<file path="config.mk">
export PLATFORM = sky130hd
export DESIGN_NAME = hyper_mvblck_frdram_gen
export DESIGN_NICKNAME = d
export VERILOG_FILES = /design/src/rtl/hyper_mvblck_frdram_gen.sv
export SDC_FILE = /design/constraint.sdc
export NUM_CORES = 1
export LEC_CHECK = 0
export CELL_PAD_IN_SITES_DETAIL_PLACEMENT = 1
export CELL_PAD_IN_SITES_GLOBAL_PLACEMENT = 1
export CORE_MARGIN = 2
export CORE_UTILIZATION = 39
export DETAILED_ROUTE_END_ITERATION = 6
export PLACE_DENSITY = 0.88
export REMOVE_ABC_BUFFERS = 1
export SYNTH_ARGS = -nofsm -noshare
export SYNTH_HDL_FRONTEND = slang
export SYNTH_SLANG_ARGS = --single-unit
export TNS_END_PERCENT = 100
</file>
<file path="constraint.sdc">
create_clock -name CLK -period 2.35 [get_ports CLK]
set_input_delay 0.235 -clock CLK [delete_from_list [all_inputs] [get_ports CLK]]
set_output_delay 0.235 -clock CLK [all_outputs]
set_load 0.01 [all_outputs]
</file>
<file path="src/rtl/hyper_mvblck_frdram_gen.sv">
// DRAM-to-LSAB block mover: issues aligned MCU read bursts and raises LSAB write-enables
// for the requested words only, with MCU stall, abort, read-latency pipeline and done pulse.
module hyper_mvblck_frdram_gen #(
   parameter int ADDR_W     = 12,
   parameter int CNT_W      = 5,
   parameter int SEC_W      = 2,
   parameter int RD_LAT     = 2,
   parameter int ALIGN_LOG2 = 1
) (
   input  logic              CLK,
   input  logic              RST,
   input  logic [ADDR_W-1:0] START_ADDRESS,
   input  logic [CNT_W-1:0]  COUNT_REQ,
   input  logic [SEC_W-1:0]  SECTION,
   input  logic              ISSUE,
   input  logic              ABORT,
   input  logic              MCU_ACK,
   output logic [ADDR_W-1:0] MCU_COLL_ADDRESS,
   output logic              MCU_REQUEST_ACCESS,
   output logic              LSAB_WRITE,
   output logic [SEC_W-1:0]  LSAB_SECTION,
   output logic              WORKING,
   output logic              DONE,
   output logic [CNT_W-1:0]  COUNT_SENT
);

   localparam int BW = CNT_W + ALIGN_LOG2 + 1;
   localparam logic [BW-1:0]     OFF_MASK = BW'((1 << ALIGN_LOG2) - 1);
   localparam logic [ADDR_W-1:0] ADDR_LOW = ADDR_W'((1 << ALIGN_LOG2) - 1);

   typedef enum logic [1:0] {IDLE, RUN, DRAIN} state_t;

   state_t            state_q, state_nxt;
   logic [ADDR_W-1:0] addr_q, addr_nxt;
   logic              req_q, req_nxt;
   logic [SEC_W-1:0]  sec_q, sec_nxt;
   logic [CNT_W-1:0]  sent_q, sent_nxt;
   logic              working_q, working_nxt;
   logic              done_q, done_nxt;
   logic [BW-1:0]     idx_q, idx_nxt;
   logic [BW-1:0]     beats_q, beats_nxt;
   logic [BW-1:0]     off_q, off_nxt;
   logic [BW-1:0]     end_q, end_nxt;
   logic [RD_LAT-1:0] pipe_q, pipe_nxt;

   logic [BW-1:0] off_w, end_w, beats_w;
   logic          accept, push;

   // Word offset inside the first burst, end of the wanted window, and burst-rounded beat count.
   always_comb begin
      off_w   = BW'(START_ADDRESS) & OFF_MASK;
      end_w   = off_w + BW'(COUNT_REQ);
      beats_w = (end_w + OFF_MASK) & ~OFF_MASK;
   end

   assign accept = req_q && MCU_ACK;

   // NOTE: every *_nxt is given its hold value first, so no path leaves one unassigned (no latch).
   always_comb begin
      state_nxt   = state_q;
      addr_nxt    = addr_q;
      req_nxt     = req_q;
      sec_nxt     = sec_q;
      sent_nxt    = sent_q;
      working_nxt = working_q;
      done_nxt    = 1'b0;
      idx_nxt     = idx_q;
      beats_nxt   = beats_q;
      off_nxt     = off_q;
      end_nxt     = end_q;
      push        = 1'b0;

      if (pipe_q[RD_LAT-1] && (sent_q != {CNT_W{1'b1}}))
         sent_nxt = sent_q + 1'b1;

      case (state_q)
         IDLE: begin
            if (ISSUE) begin
               sent_nxt = '0;
               if (COUNT_REQ != '0) begin
                  addr_nxt    = START_ADDRESS & ~ADDR_LOW;
                  sec_nxt     = SECTION;
                  idx_nxt     = '0;
                  off_nxt     = off_w;
                  end_nxt     = end_w;
                  beats_nxt   = beats_w;
                  req_nxt     = 1'b1;
                  working_nxt = 1'b1;
                  state_nxt   = RUN;
               end else begin
                  done_nxt = 1'b1;
               end
            end
         end
         RUN: begin
            if (accept) begin
               addr_nxt = addr_q + 1'b1;
               idx_nxt  = idx_q + 1'b1;
               push     = (idx_q >= off_q) && (idx_q < end_q);
            end
            if ((accept && (idx_q == beats_q - BW'(1))) || ABORT) begin
               req_nxt   = 1'b0;
               state_nxt = DRAIN;
            end
         end
         default: ;
      endcase

      // Shift the valid pipeline; the top bit of the concatenation falls off.
      pipe_nxt = RD_LAT'({pipe_q, push});

      // Finish once no accepted word is still on its way to the LSAB.
      if ((state_q == DRAIN) && (pipe_nxt == '0)) begin
         done_nxt    = 1'b1;
         working_nxt = 1'b0;
         state_nxt   = IDLE;
      end
   end

   // NOTE: registers use non-blocking assignments so every flop samples pre-edge values.
   always_ff @(posedge CLK) begin
      if (!RST) begin
         state_q   <= IDLE;
         addr_q    <= '0;
         req_q     <= 1'b0;
         sec_q     <= '0;
         sent_q    <= '0;
         working_q <= 1'b0;
         done_q    <= 1'b0;
         idx_q     <= '0;
         beats_q   <= '0;
         off_q     <= '0;
         end_q     <= '0;
         // NOTE: the valid pipeline is cleared too; a stale valid would fire a write after reset.
         pipe_q    <= '0;
      end else begin
         state_q   <= state_nxt;
         addr_q    <= addr_nxt;
         req_q     <= req_nxt;
         sec_q     <= sec_nxt;
         sent_q    <= sent_nxt;
         working_q <= working_nxt;
         done_q    <= done_nxt;
         idx_q     <= idx_nxt;
         beats_q   <= beats_nxt;
         off_q     <= off_nxt;
         end_q     <= end_nxt;
         pipe_q    <= pipe_nxt;
      end
   end

   assign MCU_COLL_ADDRESS   = addr_q;
   assign MCU_REQUEST_ACCESS = req_q;
   assign LSAB_WRITE         = pipe_q[RD_LAT-1];
   assign LSAB_SECTION       = sec_q;
   assign WORKING            = working_q;
   assign DONE               = done_q;
   assign COUNT_SENT         = sent_q;

endmodule

</file>
==> metrics.txt, run 1 <==
# TYPE chip_impl_metric gauge
chip_impl_metric{name="ios",unit=""} 47
chip_impl_metric{name="cts_inserted_buffers",unit=""} 5
chip_impl_info{name="cp_startpoint",value="START_ADDRESS[0]"} 1
chip_impl_info{name="ys_flop_type",value="dfxtp_1"} 1
chip_impl_metric{name="r2r.worst_path.cells",unit=""} 5
chip_impl_metric{name="count_of_buffer_and_inverter_cells_on_the_critical_path",unit=""} 1
chip_impl_info{name="synth.area.top_cells",value="dfxtp_1 35%, nand2_1 7.4%, ha_1 6.6%"} 1
chip_impl_metric{name="powerDensity",unit="nW/um^2"} 590.9
chip_impl_metric{name="timing.final.hold_violations",unit=""} 0
chip_impl_info{name="cp_top_family",value="adder cells"} 1
chip_impl_metric{name="number_of_standard_cells_after_synthesis",unit=""} 321
chip_impl_metric{name="relSlewSlack",unit="%"} 70.37
chip_impl_info{name="hold_start",value="LSAB_SECTION[1]"} 1
chip_impl_metric{name="final_period_minus_worst_setup_slack",unit="ns"} 2.080
chip_impl_metric{name="final_nets",unit=""} 403
chip_impl_metric{name="p_leak",unit="nW"} 1.242
chip_impl_metric{name="post_drt_wl_per_cell",unit="um"} 16.43
chip_impl_metric{name="gr-total-overflow",unit=""} 0
chip_impl_metric{name="max_cap_viol_count",unit=""} 0
chip_impl_metric{name="synth_edf_count",unit=""} 0
chip_impl_metric{name="grt_antenna_before_repair",unit=""} 0
chip_impl_metric{name="cts.repair.resized",unit=""} 0
chip_impl_metric{name="yosys_warnings",unit=""} 0
chip_impl_metric{name="drtPass1Iterations",unit=""} 4
chip_impl_metric{name="routabilityCongestion",unit=""} 0.7892
chip_impl_metric{name="async_flop_share",unit="%"} 0
chip_impl_metric{name="drt_iter0_drc",unit=""} 105
chip_impl_info{name="most_used_standard_cells_in_the_synthesized_netlist",value="52 x nand2_1, 46 x dfxtp_1, 21 x nor2_1"} 1
chip_impl_info{name="critical_path.reg2reg.endpoint",value="pipe_q[0]"} 1
chip_impl_metric{name="remaining_drc_errors",unit=""} 0
chip_impl_metric{name="cts_hold_repair.buffers",unit=""} 0
chip_impl_metric{name="grt_first_pass_wirelength",unit="mm"} 12.39
chip_impl_info{name="setup_repair_after_global_routing_missed_its_margin",value="false"} 1
chip_impl_metric{name="grt_max_degree",unit=""} 47
chip_impl_metric{name="synthesis.area_per_instance",unit="sq um"} 8.244
chip_impl_metric{name="worst-slew-pin-transition",unit="ns"} 0.4435
chip_impl_metric{name="antenna_violating_nets_remaining",unit=""} 0
chip_impl_metric{name="place_worst_setup_slack",unit="ns"} -0.04093
chip_impl_metric{name="critPathArrivalTime",unit="ns"} 2.28
chip_impl_metric{name="drt-vias-per-instance",unit=""} 5.578
chip_impl_metric{name="dieWidth",unit="um"} 86.38
chip_impl_metric{name="hpwl_detailed",unit="mm"} 5.380
chip_impl_metric{name="die_height",unit="um"} 86.38
chip_impl_metric{name="die_footprint",unit="sq um"} 7461
chip_impl_metric{name="layout.filler_cells",unit=""} 817
chip_impl_info{name="criticalPathCategory",value="input pin to flop"} 1
chip_impl_metric{name="clkLatencyLatePin",unit="ns"} 0.31
chip_impl_metric{name="syn_area",unit="sq um"} 2646
chip_impl_metric{name="multi_input_comb_area",unit="sq um"} 1589
chip_impl_metric{name="min_delay_path_depth",unit=""} 2
chip_impl_info{name="hold_path_class",value="flop to flop"} 1
chip_impl_metric{name="final-setup-viol-count",unit=""} 0
chip_impl_metric{name="core_area",unit="sq um"} 6681
chip_impl_metric{name="clock_path_buffers",unit=""} 2
chip_impl_metric{name="final_layout_size_suffix_gt1_share",unit="%"} 7.650
chip_impl_metric{name="clock_pin_slew_worst_setup_and_hold_paths",unit="ns"} 0.08
chip_impl_metric{name="cts-htree-levels",unit=""} 2
chip_impl_metric{name="number_of_global_route_vias_before_repair",unit=""} 2554
chip_impl_metric{name="n_antenna_cell",unit=""} 0
chip_impl_metric{name="initial_core_util",unit="%"} 39.61
chip_impl_metric{name="post_cts.repair.setup_buffers",unit=""} 0
chip_impl_metric{name="drv_slew",unit=""} 0
chip_impl_metric{name="numPortBuffers",unit=""} 46
chip_impl_metric{name="required_worst_endpoint",unit="ns"} 2.55
chip_impl_metric{name="fin_crit_sh",unit="%"} 88.49
chip_impl_info{name="tritoncts",value="built"} 1
chip_impl_metric{name="grt_use_total",unit="%"} 20.82
chip_impl_metric{name="synth-seq-area-share",unit="%"} 34.80
chip_impl_info{name="end_kind",value="flop"} 1
chip_impl_info{name="worst_r2r_start",value="idx_q[0]"} 1
chip_impl_info{name="synthDominantAreaCellType",value="dfxtp_1"} 1
chip_impl_metric{name="area_growth_syn_to_layout",unit="%"} 23.31
chip_impl_metric{name="synthDistinctLibCells",unit=""} 56
chip_impl_metric{name="final.setup.worst_slack",unit="ns"} 0.2705
chip_impl_metric{name="final.setup.tns",unit="ns"} 0
chip_impl_metric{name="clock_skew",unit="ns"} 0.007412
chip_impl_metric{name="rrSetupSlack",unit="ns"} 0.41
chip_impl_info{name="timing.critical_path.slowest_stage_cell",value="clkdlybuf4s50_1"} 1
chip_impl_metric{name="register_area",unit="sq um"} 920.9
chip_impl_info{name="status",value="complete, no violations"} 1
chip_impl_metric{name="drt-total-wl",unit="mm"} 7.328
chip_impl_metric{name="tritoncts_num_sinks",unit=""} 46
chip_impl_info{name="start_kind",value="input pin"} 1
chip_impl_info{name="cell_repeated_most_along_the_worst_path",value="ha_1"} 1
chip_impl_metric{name="maxClockFrequency",unit="MHz"} 480.9
chip_impl_info{name="timing.critical_path.cells",value="clkdlybuf4s50_1 -> ha_1 -> ha_1 -> ha_1 -> o21ai_0 -> o21ai_0 -> a21oi_1 -> nor4b_1 -> a211o_1"} 1
chip_impl_metric{name="synth-seq-cells",unit=""} 46
chip_impl_metric{name="area_share_of_the_largest_cell_type_after_synthesis",unit="%"} 34.80
chip_impl_metric{name="worst_ir_drop_vdd",unit="V"} 0.0002955
chip_impl_info{name="clock-root-buffer",value="clkbuf_8"} 1
chip_impl_metric{name="crit_path_max_cell_delay",unit="ns"} 0.44
chip_impl_metric{name="placement_rows",unit=""} 30
chip_impl_metric{name="detailroute.via_count",unit=""} 2488
chip_impl_info{name="hold_end",value="LSAB_SECTION[1]"} 1
chip_impl_metric{name="crit_fanout",unit=""} 4
chip_impl_info{name="post-synth-top-count-cell",value="nand2_1"} 1
worst min-delay path, stage by stage, from the launching register on:
cell and delay [ns]:
dfxtp_1 0.31, nand2_1 0.05, a21boi_1 0.05
kinds of logic after synthesis:
group                    share of synthesized area [%]
AO/OA/AOI/OAI                                    20.05
multiplexers                                    0.7565
buffers and inverters                            5.154
AND/OR/NAND/NOR                                  25.01
XOR/XNOR                                         7.613
adder cells (fa/ha/maj)                          6.619
flip-flops                                       34.80
worst max path at each step:
stage / endpoint / depth (start not counted)
6_report: beats_q[4] / 9
3_5_place_dp: beats_q[4] / 9
5_1_grt: beats_q[4] / 9
2_1_floorplan: MCU_COLL_ADDRESS[8] / 4
3_3_place_gp: beats_q[4] / 9
4_1_cts: beats_q[4] / 9
per-stage QoR:
| stage | util [%] | std cells | total power, W | instance area [sq um] | hold slack, ns |
|---|---|---|---|---|---|
| after CTS | 48.84 | 446 | 0.001944 | 3263 | 0.4565 |
| after floorplan | - | 304 | 0.001191 | 2551 | 0.3526 |
| after detailed placement | 47.47 | 438 | 0.001427 | 3172 | 0.4469 |
| final | 48.84 | 446 | 0.001928 | 3263 | 0.4529 |
| after global routing | 48.84 | 446 | 0.002029 | 3263 | 0.4992 |
| after global placement | 47.47 | 438 | 0.001397 | 3172 | 0.4466 |
power by group:
group / total (W) / leakage, nW / switching (W) / internal [W]
Clock: 0.000514 / 0.0482 / 0.000276 / 0.000238
Combinational: 0.000517 / 0.819 / 0.000275 / 0.000242
Sequential: 0.000898 / 0.376 / 0.0000602 / 0.000838
per-layer routing:
| metal | up-vias | share of wire [%] | track usage (%) |
|---|---|---|---|
| met4 | 0 | 1.3 | 5.398 |
| li1 | 1208 | - | - |
| met5 | - | 0 | 0 |
| met1 | 1229 | 44 | 25.58 |
| met2 | 40 | 51 | 37.34 |
| met3 | 11 | 2.9 | 3.810 |
layout make-up:
class	count	area share, %
clock buffers	7	2.646
clock inverters	1	0.1534
inverters	11	1.265
multi-input cells	247	48.70
flip-flops and latches	46	28.22
well taps	80	3.067
repair buffers	54	15.95
cell usage in the layout (no fill, tap or decap), types with 2 or more instances in the layout:
| cell | instances |
|---|---|
| clkbuf_8 | 6 |
| or2_2 | 2 |
| and2_1 | 2 |
| nand3_1 | 12 |
| nand4_1 | 4 |
| buf_4 | 8 |
| o41ai_1 | 2 |
| a21boi_0 | 10 |
| nor3_1 | 5 |
| xor2_1 | 9 |
| a21boi_1 | 4 |
| a31oi_1 | 5 |
| o21a_1 | 2 |
| and3_1 | 12 |
| a211o_1 | 2 |
| o21ai_0 | 17 |
| clkdlybuf4s50_1 | 46 |
| o31ai_1 | 3 |
| nor3b_1 | 3 |
| nand2_1 | 52 |
| inv_1 | 11 |
| xnor2_1 | 14 |
| dfxtp_1 | 46 |
| nand2b_1 | 2 |
| ha_1 | 14 |
| nor2b_1 | 6 |
| nor2_1 | 21 |
| mux2i_1 | 2 |
| a21oi_1 | 14 |
| o22ai_1 | 3 |
registers in the layout (all words and copies together), names as in the netlist:
register,count
MCU_COLL_ADDRESS,12
idx_q,7
beats_q,6
end_q,6
COUNT_SENT,5
LSAB_SECTION,2
pipe_q,2
state_q,2
DONE,1
MCU_REQUEST_ACCESS,1
WORKING,1
off_q,1
(Power assumes the default switching activity.)
==> inputs of run 2 (changes only) <==
--- a/config.mk
+++ b/config.mk
@@ -10,6 +10,7 @@
 export CORE_MARGIN = 2
 export CORE_UTILIZATION = 39
 export DETAILED_ROUTE_END_ITERATION = 6
+export GPL_ROUTABILITY_DRIVEN = 0
 export PLACE_DENSITY = 0.88
 export REMOVE_ABC_BUFFERS = 1
 export SYNTH_ARGS = -nofsm -noshare
==> results of run 2 <==
Same layout as run 1: the final DEF is identical, and so are final timing and power.
==> inputs of run 3 (changes only) <==
--- a/config.mk
+++ b/config.mk
@@ -8,10 +8,11 @@
 export CELL_PAD_IN_SITES_DETAIL_PLACEMENT = 1
 export CELL_PAD_IN_SITES_GLOBAL_PLACEMENT = 1
 export CORE_MARGIN = 2
-export CORE_UTILIZATION = 39
+export CORE_UTILIZATION = 45
 export DETAILED_ROUTE_END_ITERATION = 6
+export DONT_BUFFER_PORTS = 1
 export GPL_ROUTABILITY_DRIVEN = 0
-export PLACE_DENSITY = 0.88
+export PLACE_DENSITY = 0.84
 export REMOVE_ABC_BUFFERS = 1
 export SYNTH_ARGS = -nofsm -noshare
 export SYNTH_HDL_FRONTEND = slang
==> metrics.txt, run 3 (synthesis results as in run 1) <==
# TYPE chip_impl_metric gauge
chip_impl_metric{name="crit_fanout",unit=""} 21
chip_impl_metric{name="drtPass1Iterations",unit=""} 4
chip_impl_metric{name="gr-total-overflow",unit=""} 0
chip_impl_metric{name="layout.filler_cells",unit=""} 720
chip_impl_info{name="layout_common_cells",value="52 x nand2_1, 46 x dfxtp_1, 21 x nor2_1"} 1
chip_impl_metric{name="dieWidth",unit="um"} 80.69
chip_impl_metric{name="grt_first_pass_wirelength",unit="mm"} 11.36
chip_impl_metric{name="layoutNonFillerInstCount",unit=""} 388
chip_impl_metric{name="dpl.cell_count",unit=""} 380
chip_impl_metric{name="grt_use_total",unit="%"} 22.80
chip_impl_metric{name="largest_reg_flops",unit=""} 12
chip_impl_metric{name="clock_pin_slew_worst_setup_and_hold_paths",unit="ns"} 0.09
chip_impl_metric{name="ios",unit=""} 47
chip_impl_info{name="grt_busiest_layer",value="met2"} 1
chip_impl_metric{name="number_of_global_route_vias_before_repair",unit=""} 2327
chip_impl_info{name="cp_startpoint",value="state_q[0]"} 1
chip_impl_metric{name="final-setup-viol-count",unit=""} 0
chip_impl_info{name="start_kind",value="flop"} 1
chip_impl_metric{name="clkLatencyLatePin",unit="ns"} 0.30
chip_impl_metric{name="drt_iter0_drc",unit=""} 164
chip_impl_metric{name="area_growth_syn_to_layout",unit="%"} 4.964
chip_impl_metric{name="fin_crit_sh",unit="%"} 80.24
chip_impl_info{name="hold_start",value="RST"} 1
chip_impl_metric{name="grt_max_degree",unit=""} 47
chip_impl_metric{name="timing.final.hold_violations",unit=""} 0
chip_impl_metric{name="drt-vias-per-instance",unit=""} 5.879
chip_impl_metric{name="drv_slew",unit=""} 0
chip_impl_metric{name="core_area",unit="sq um"} 5608
chip_impl_metric{name="maxClockFrequency",unit="MHz"} 530.3
chip_impl_metric{name="final_period_minus_worst_setup_slack",unit="ns"} 1.886
chip_impl_metric{name="max_cap_viol_count",unit=""} 0
chip_impl_metric{name="hold_slack",unit="ns"} 0.05584
chip_impl_info{name="setup_repair_after_global_routing_missed_its_margin",value="false"} 1
chip_impl_metric{name="die_height",unit="um"} 80.69
chip_impl_metric{name="final_layout_size_suffix_gt1_share",unit="%"} 7.278
chip_impl_metric{name="powerDensity",unit="nW/um^2"} 680.7
chip_impl_metric{name="numPortBuffers",unit=""} 0
chip_impl_metric{name="p_leak",unit="nW"} 1.057
chip_impl_info{name="worst_r2r_start",value="state_q[0]"} 1
chip_impl_info{name="clock-root-buffer",value="clkbuf_8"} 1
chip_impl_metric{name="drt-total-wl",unit="mm"} 6.938
chip_impl_metric{name="hpwl_detailed",unit="mm"} 4.892
chip_impl_metric{name="placement_rows",unit=""} 27
chip_impl_metric{name="cts-htree-levels",unit=""} 2
chip_impl_metric{name="die_footprint",unit="sq um"} 6510
chip_impl_info{name="tritoncts",value="built"} 1
chip_impl_info{name="timing.critical_path.slowest_stage_cell",value="or3b_4"} 1
chip_impl_metric{name="worst_ir_drop_vdd",unit="V"} 0.0003203
chip_impl_metric{name="count_of_buffer_and_inverter_cells_on_the_critical_path",unit=""} 0
chip_impl_metric{name="n_antenna_cell",unit=""} 0
chip_impl_metric{name="detailroute.via_count",unit=""} 2281
chip_impl_metric{name="final.setup.tns",unit="ns"} 0
chip_impl_metric{name="layout.cell_area.non_filler",unit="sq um"} 2778
chip_impl_metric{name="grt_antenna_before_repair",unit=""} 0
chip_impl_info{name="hold_path_class",value="input pin to flop"} 1
chip_impl_metric{name="cts.repair.resized",unit=""} 0
chip_impl_metric{name="worst-slew-pin-transition",unit="ns"} 0.4862
chip_impl_metric{name="post_cts.repair.setup_buffers",unit=""} 0
chip_impl_metric{name="grtUsageMet1",unit="%"} 28.53
chip_impl_metric{name="postPlaceCellArea",unit="sq um"} 2671
chip_impl_metric{name="cts_hold_repair.buffers",unit=""} 0
chip_impl_info{name="most_common_cell_after_layout_fill_and_taps_aside",value="nand2_1"} 1
chip_impl_info{name="timing.critical_path.cells",value="or3b_4 -> a21o_4 -> nand2_1 -> a21boi_0 -> o21a_1"} 1
chip_impl_metric{name="relSlewSlack",unit="%"} 67.58
chip_impl_metric{name="remaining_drc_errors",unit=""} 0
chip_impl_info{name="cp_top_family",value="simple AND/OR/NAND/NOR gates"} 1
chip_impl_info{name="criticalPathCategory",value="flop to flop"} 1
chip_impl_metric{name="critPathArrivalTime",unit="ns"} 2.09
chip_impl_metric{name="clock_path_buffers",unit=""} 2
chip_impl_metric{name="crit_path_max_cell_delay",unit="ns"} 0.42
chip_impl_info{name="status",value="complete, no violations"} 1
chip_impl_metric{name="groute.layer.met3.usage",unit="%"} 5.506
chip_impl_metric{name="cts_inserted_buffers",unit=""} 5
chip_impl_metric{name="tritoncts_num_sinks",unit=""} 46
chip_impl_metric{name="met2_usage",unit="%"} 39.83
chip_impl_metric{name="post_drt_wl_per_cell",unit="um"} 17.88
chip_impl_metric{name="initial_core_util",unit="%"} 47.19
chip_impl_metric{name="antenna_violating_nets_remaining",unit=""} 0
chip_impl_metric{name="required_worst_endpoint",unit="ns"} 2.56
chip_impl_info{name="end_kind",value="flop"} 1
chip_impl_metric{name="final_nets",unit=""} 353
chip_impl_metric{name="clock_skew",unit="ns"} 0.006759
[run 3: cell types whose count changed in the layout (fill, tap and decap cells not counted)]
cell,change
clkdlybuf4s50_1,-46
buf_4,-4
bufinv_16,+1
clkbuf_1,+1
clkbuf_8,-1
clkinv_2,-1
[run 3: layout make-up]
| class | instances | area, sq um | area share (%) |
|---|---|---|---|
| Inverter | 11 | 41.29 | 1.486 |
| Clock buffer | 7 | 76.32 | 2.748 |
| Multi-Input combinational cell | 247 | 1589 | 57.21 |
| Tap cell | 72 | 90.09 | 3.243 |
| Timing Repair Buffer | 4 | 30.03 | 1.081 |
| Sequential cell | 46 | 920.9 | 33.15 |
| Clock inverter | 1 | 30.03 | 1.081 |
[run 3: routing by layer]
| layer | wire, um | vias to the layer above |
|---|---|---|
| met3 | 330 | 8 |
| met2 | 3539 | 57 |
| li1 | - | 1113 |
| met5 | 0 | - |
| met4 | 76 | 0 |
| met1 | 2991 | 1103 |
[run 3: worst paths after layout]
kind | end | slack [ns] | cells after the start
worst max-delay path | MCU_COLL_ADDRESS[5] | 0.46 | 5
worst min-delay path | MCU_COLL_ADDRESS[1] | 0.06 | 1
worst max register to register | MCU_COLL_ADDRESS[5] | 0.46 | 5
worst min register to register | end_q[1] | 0.47 | 2
[run 3: where the power goes]
| part | internal, W | switching [W] | total (W) |
|---|---|---|---|
| clock | 0.000319 | 0.000279 | 0.000598 |
| sequential | 0.000838 | 0.0000818 | 0.000920 |
| combinational | 0.000153 | 0.000220 | 0.000373 |
| total | 0.00131 | 0.000581 | 0.00189 |
[run 3: through the flow]
stage,util (%),power (W),setup slack (ns)
final,49.53,0.001891,0.4644
after global placement,47.64,0.001285,0.5309
after global routing,49.53,0.002000,0.3364
after floorplan,-,0.001191,0.3973
after detailed placement,47.64,0.001306,0.4473
after CTS,49.53,0.001903,0.4840
